### src/rtl/gameport_multi.sv
// Game-port (201h) emulator: one-shot axis timers and active-low buttons for NUM_JOY sticks.
// Define GAMEPORT_DIGITAL_EMU_EN to let a stick derive its axes from digital directions.
module gameport_multi #(
    parameter int NUM_JOY = 2,
    parameter int AXIS_W  = 8,
    parameter int PRE_W   = 4
) (
    input  logic                          clk_cpu,
    input  logic                          reset,
    input  logic                          gp_wr,
    input  logic [PRE_W-1:0]              cpu_speed,
    input  logic                          joy_swap,
    input  logic [8*NUM_JOY-1:0]          joy_digital,
    input  logic [2*AXIS_W*NUM_JOY-1:0]   joy_analog,
    input  logic [NUM_JOY-1:0]            joy_digmode,
    output logic [2*NUM_JOY-1:0]          axis_out,
    output logic [2*NUM_JOY-1:0]          btn_out,
    output logic                          busy
);
    // state  | meaning
    // IDLE   | no measurement since reset, axes low
    // COUNT  | one-shots running, counter stepping
    // DONE   | counter ran out, axes low (same as IDLE, kept for debug)
    localparam logic [1:0] S_IDLE  = 2'd0;
    localparam logic [1:0] S_COUNT = 2'd1;
    localparam logic [1:0] S_DONE  = 2'd2;
    localparam int PS_W = PRE_W + 4;

    logic [1:0]           state;
    logic [AXIS_W-1:0]    counter;
    logic [PS_W-1:0]      prescaler;
    logic [AXIS_W-1:0]    mapped [2*NUM_JOY];
    logic [AXIS_W-1:0]    snap   [2*NUM_JOY];
    logic [2*NUM_JOY-1:0] btn_next;
    logic                 unused_inputs;

    assign unused_inputs = ^{joy_digital, joy_digmode};

`ifdef GAMEPORT_DIGITAL_EMU_EN
    function automatic logic [AXIS_W-1:0] dir_val(input logic neg, input logic pos);
        if (neg && !pos)
            return {1'b1, {(AXIS_W-1){1'b0}}};
        else if (pos && !neg)
            return {1'b0, {(AXIS_W-1){1'b1}}};
        else
            return '0;
    endfunction
`endif

    for (genvar j = 0; j < NUM_JOY; j++) begin : g_lane
        // Only sticks 0 and 1 take part in the swap.
        localparam int SRC = (NUM_JOY > 1 && j < 2) ? (j ^ 1) : j;
        logic [5:0]        dig_l;
        logic [2*AXIS_W-1:0] ana_l;
        logic [AXIS_W-1:0] val_x;
        logic [AXIS_W-1:0] val_y;

        assign dig_l = joy_swap ? joy_digital[8*SRC +: 6] : joy_digital[8*j +: 6];
        assign ana_l = joy_swap ? joy_analog[2*AXIS_W*SRC +: 2*AXIS_W]
                                : joy_analog[2*AXIS_W*j +: 2*AXIS_W];
`ifdef GAMEPORT_DIGITAL_EMU_EN
        assign val_x = joy_digmode[j] ? dir_val(dig_l[1], dig_l[0]) : ana_l[2*AXIS_W-1 -: AXIS_W];
        assign val_y = joy_digmode[j] ? dir_val(dig_l[3], dig_l[2]) : ana_l[AXIS_W-1:0];
`else
        logic unused_dirs;
        assign unused_dirs = ^dig_l[3:0];
        assign val_x = ana_l[2*AXIS_W-1 -: AXIS_W];
        assign val_y = ana_l[AXIS_W-1:0];
`endif
        assign mapped[2*j]     = {~val_x[AXIS_W-1], val_x[AXIS_W-2:0]};
        assign mapped[2*j+1]   = {~val_y[AXIS_W-1], val_y[AXIS_W-2:0]};
        assign btn_next[2*j]   = ~dig_l[4];
        assign btn_next[2*j+1] = ~dig_l[5];
    end

    always_ff @(posedge clk_cpu or posedge reset) begin
        if (reset) begin
            state     <= S_IDLE;
            axis_out  <= '0;
            btn_out   <= '1;
            busy      <= 1'b0;
            counter   <= '0;
            prescaler <= '0;
            for (int i = 0; i < 2*NUM_JOY; i++)
                snap[i] <= '0;
        end else begin
            btn_out <= btn_next;
            if (gp_wr) begin
                state     <= S_COUNT;
                axis_out  <= '1;
                busy      <= 1'b1;
                counter   <= '0;
                prescaler <= '0;
                for (int i = 0; i < 2*NUM_JOY; i++)
                    snap[i] <= mapped[i];
            end else if (state == S_COUNT) begin
                for (int i = 0; i < 2*NUM_JOY; i++)
                    if (snap[i] == counter)
                        axis_out[i] <= 1'b0;
                // >= so a live drop of cpu_speed below the current prescaler still steps.
                if (prescaler >= {cpu_speed, 4'hF}) begin
                    prescaler <= '0;
                    if (counter == {AXIS_W{1'b1}}) begin
                        state    <= S_DONE;
                        axis_out <= '0;
                        busy     <= 1'b0;
                    end else begin
                        counter <= counter + AXIS_W'(1);
                    end
                end else begin
                    prescaler <= prescaler + PS_W'(1);
                end
            end
        end
    end
endmodule

### config.mk
export PLATFORM = sky130hd
export DESIGN_NAME = gameport_multi
export DESIGN_NICKNAME = d
export VERILOG_FILES = /design/src/rtl/gameport_multi.sv
export SDC_FILE = /design/constraint.sdc
export NUM_CORES = 1
export LEC_CHECK = 0
export CELL_PAD_IN_SITES_DETAIL_PLACEMENT = 0
export CELL_PAD_IN_SITES_GLOBAL_PLACEMENT = 1
export CORE_UTILIZATION = 30
export CTS_BUF_LIST = sky130_fd_sc_hd__clkbuf_4
export CTS_CLUSTER_DIAMETER = 80
export DETAILED_ROUTE_END_ITERATION = 6
export PLACE_DENSITY = 0.65
export SLEW_MARGIN = 20
export SYNTH_ARGS = -nofsm -noshare
export SYNTH_HDL_FRONTEND = slang
export SYNTH_SLANG_ARGS = --single-unit
### constraint.sdc
create_clock -name clk_cpu -period 2.2 [get_ports clk_cpu]
set_clock_uncertainty 0.15 [all_clocks]
set_input_delay 0.66 -clock clk_cpu [delete_from_list [all_inputs] [get_ports clk_cpu]]
set_output_delay 0.66 -clock clk_cpu [all_outputs]
set_load 0.05 [all_outputs]
==> flow_summary.yaml <==
setup_path:
  worstPathArrival_ns: 2.24
  cp-start-kind: "flip-flop"
  cp_num_buf_inv: 0
  worstSetupPathType: "flip-flop to flip-flop"
  required_ns: 2.39
  critical-path-slowest-cell: "dfrtp_1"
  crit_fanout: 6
  slowest_delay_ns: 0.48
  path_cells: "ha_4, nand2_2, o211ai_4, nand3_4, or4_1, a21oi_1"
  end_kind: "flip-flop"
  path_delay_family: "simple AND/OR/NAND/NOR gates"
placed_design:
  dp_slack_ns: -0.494
  portBuffers: 52
  gp_congestion: 0.721
  dpl_cell_area_um2: 4100
  dp_hpwl_mm: 5.38
clock_network:
  cts_buffer_depth: 2
  clockRootBuffer: "clkbuf_4"
  cts_tree: "yes"
  clkTransAtPathRegs_ns: 0.10
  htree_levels: 3
  numCtsBuffers: 9
  ctsHoldBuffers: 0
  clock_latency_ns: 0.41
  clkSinkCount: 58
synthesis:
  yosysWarnings: 0
  avgSynthCellArea_um2: 9.96
  async_flop_share_pct: 100
  ys_seq_elements: 58
  synthDistinctLibCells: 41
  ys_top_cells_by_count: "54 x dfrtp_1, 39 x a21oi_1, 39 x mux2i_1, 39 x nor2_1, 34 x xor2_1"
  synth_fp_nets: 386
  synth_edf_count: 0
  yosysTopAreaCell: "dfrtp_1"
  synth_most_common_cell: "dfrtp_1"
  syn-cell-area_um2: 3210
  yosysSeqAreaShare_pct: 45.4
  syn_inst: 322
  ys.flop_type: "dfrtp_1"
  yosys-top-cells-area: "dfrtp_1 42%, mux2i_1 12%, xor2_1 9.3%"
  post-synth-top-area-fraction_pct: 42.2
timing:
  setup_tns_ns: 0
  layout_min_cycle_time_ns: 2.05
  rsz0062_at_grt: "false"
  worst_pin_slew_ns: 0.460
  setup_viol: 0
  slew_violations: 0
  period_share_pct: 93.4
  fmax_mhz: 487
  finalHoldViolCount: 0
  hold-worst-slack_ns: 0.385
  fin_ws_ns: 0.146
  slew_headroom_pct: 69.0
cells_and_area:
  finalNetCount: 457
  multiInputGateArea_um2: 1670
  insertedDiodeCount: 0
  synthToLayoutAreaGrowth_pct: 32.8
  seq_area_um2: 1460
  fin_area_um2: 4260
  fillers: 1035
  drive_above_1_share_pct: 20.1
global_route:
  antenna_found_initial: 0
  grt_max_degree: 72
  track_usage_pct: 14.3
  overflow: 0
  grt_pass1_vias: 2556
  grt_pass1_wl_mm: 12.3
route:
  via_count: 2521
  drt-total-wl_mm: 7.34
  via_per_inst: 4.72
  drt_iter0_markers: 80
  drc_errors: 0
  dr.pass1.iters: 4
  ant_nets: 0
  avgRoutedWirePerCell_um: 13.7
floorplan:
  core_um2: 10300
  die_area_um2: 11100
  fp.dieW_um: 105
  num_io_pins: 67
  num_rows: 37
  die_height_um: 105
  initial_core_util_pct: 31.1
power:
  vdd_drop_max_v: 0.000234
  power_density_nw_per_um2: 558
  leakage_nw: 1.85
min_path:
  min_path_type: "flip-flop to flip-flop"
run_status:
  status: "finished clean"
flow_run:
  maxCapViolations: 0
==> worst paths after layout <==
| check | from | to | slack, ns | cells after the start |
|---|---|---|---|---|
| worst max-delay path | prescaler[5] | counter[6] | 0.15 | 6 |
| worst min-delay path | state[0] | state[0] | 0.38 | 1 |
| worst max register to register | prescaler[5] | counter[6] | 0.15 | 6 |
| worst min register to register | state[0] | state[0] | 0.38 | 1 |
| max in group asynchronous | reset | btn_out[3] | 1.09 | 3 |
| min in group asynchronous | reset | snap[31] | 0.52 | 3 |
==> metal layers <==
| layer | wire (um) | track usage [%] | vias to the layer above |
|---|---|---|---|
| li1 | - | - | 1273 |
| met1 | 3650 | 19.1 | 1192 |
| met2 | 3320 | 22.3 | 44 |
| met3 | 202 | 2.54 | 12 |
| met4 | 158 | 7.14 | 0 |
| met5 | 0 | 0 | - |
==> state kept, by name, indices dropped and copies added, names as in the netlist <==
name	count
counter	8
prescaler	8
btn_out	4
axis_out	4
snap	32
state	2
==> cells by family (layout without fill, tap and decap cells) <==
family	Yosys count	count (layout)	synth area share [%]
AND/OR/NAND/NOR	86	86	13.1
AO/OA/AOI/OAI	65	65	12.3
flip-flops	58	58	45.4
multiplexers	43	43	13.6
XOR/XNOR	34	34	9.29
buffers and inverters	30	106	3.94
adder cells (fa/ha/maj)	6	6	2.34
==> stage by stage <==
step / std cells / power (mW) / utilization [%]
6_report: 534 / 2.37 / 41.2
2_1_floorplan: 322 / 1.43 / -
3_5_place_dp: 516 / 1.62 / 39.7
4_1_cts: 534 / 2.41 / 41.2
3_3_place_gp: 516 / 1.61 / 39.7
5_1_grt: 534 / 2.50 / 41.2
==> placed cells by master, fill, tap and decap left out, types with 3 or more instances in the layout <==
| cell type | netlist | layout |
|---|---|---|
| dfrtp_1 | 54 | 54 |
| mux2i_1 | 39 | 39 |
| nor2_1 | 39 | 39 |
| a21oi_1 | 39 | 39 |
| clkdlybuf4s50_1 | 0 | 37 |
| xor2_1 | 34 | 34 |
| buf_4 | 1 | 31 |
| nand2_1 | 14 | 13 |
| clkbuf_4 | 0 | 11 |
| nand3_1 | 8 | 8 |
| nor4_1 | 8 | 8 |
| buf_12 | 0 | 7 |
| o21ai_0 | 6 | 6 |
| inv_1 | 9 | 5 |
| a31oi_1 | 5 | 5 |
| mux2_2 | 4 | 4 |
| dfstp_2 | 4 | 4 |
| dlygate4sd2_1 | 0 | 4 |
| or3_1 | 3 | 3 |
| inv_2 | 0 | 3 |
| ha_1 | 6 | 3 |
| ha_4 | 0 | 3 |
==> cell type report <==
cell class | instances | area share, %
repair buffers | 81 | 18.5
multi-input cells | 234 | 39.1
well taps | 136 | 4.00
flip-flops and latches | 58 | 34.2
clock buffers | 11 | 1.94
clock inverters | 5 | 1.32
inverters | 9 | 0.882
==> worst reg2reg max path: cells and delay by family, from the launching register on <==
kind | cells | cell delay [ns]
AO/OA/AOI/OAI | 2 | 0.38
flip-flops | 1 | 0.48
AND/OR/NAND/NOR | 3 | 0.65
adder cells (fa/ha/maj) | 1 | 0.32
==> repair_timing <==
item                       4_1_cts  5_1_grt
hold endpoints to repair         0        0
setup endpoints to repair        3        0
buffers inserted                 2        0
gates resized for setup          9        0
==> power by group <==
group | total (mW) | leakage, nW | switching (mW) | internal, mW
sequential | 1.20 | 0.680 | 0.0602 | 1.14
clock | 0.780 | 0.0768 | 0.410 | 0.370
combinational | 0.390 | 1.09 | 0.184 | 0.206
(Power assumes the default switching activity.)
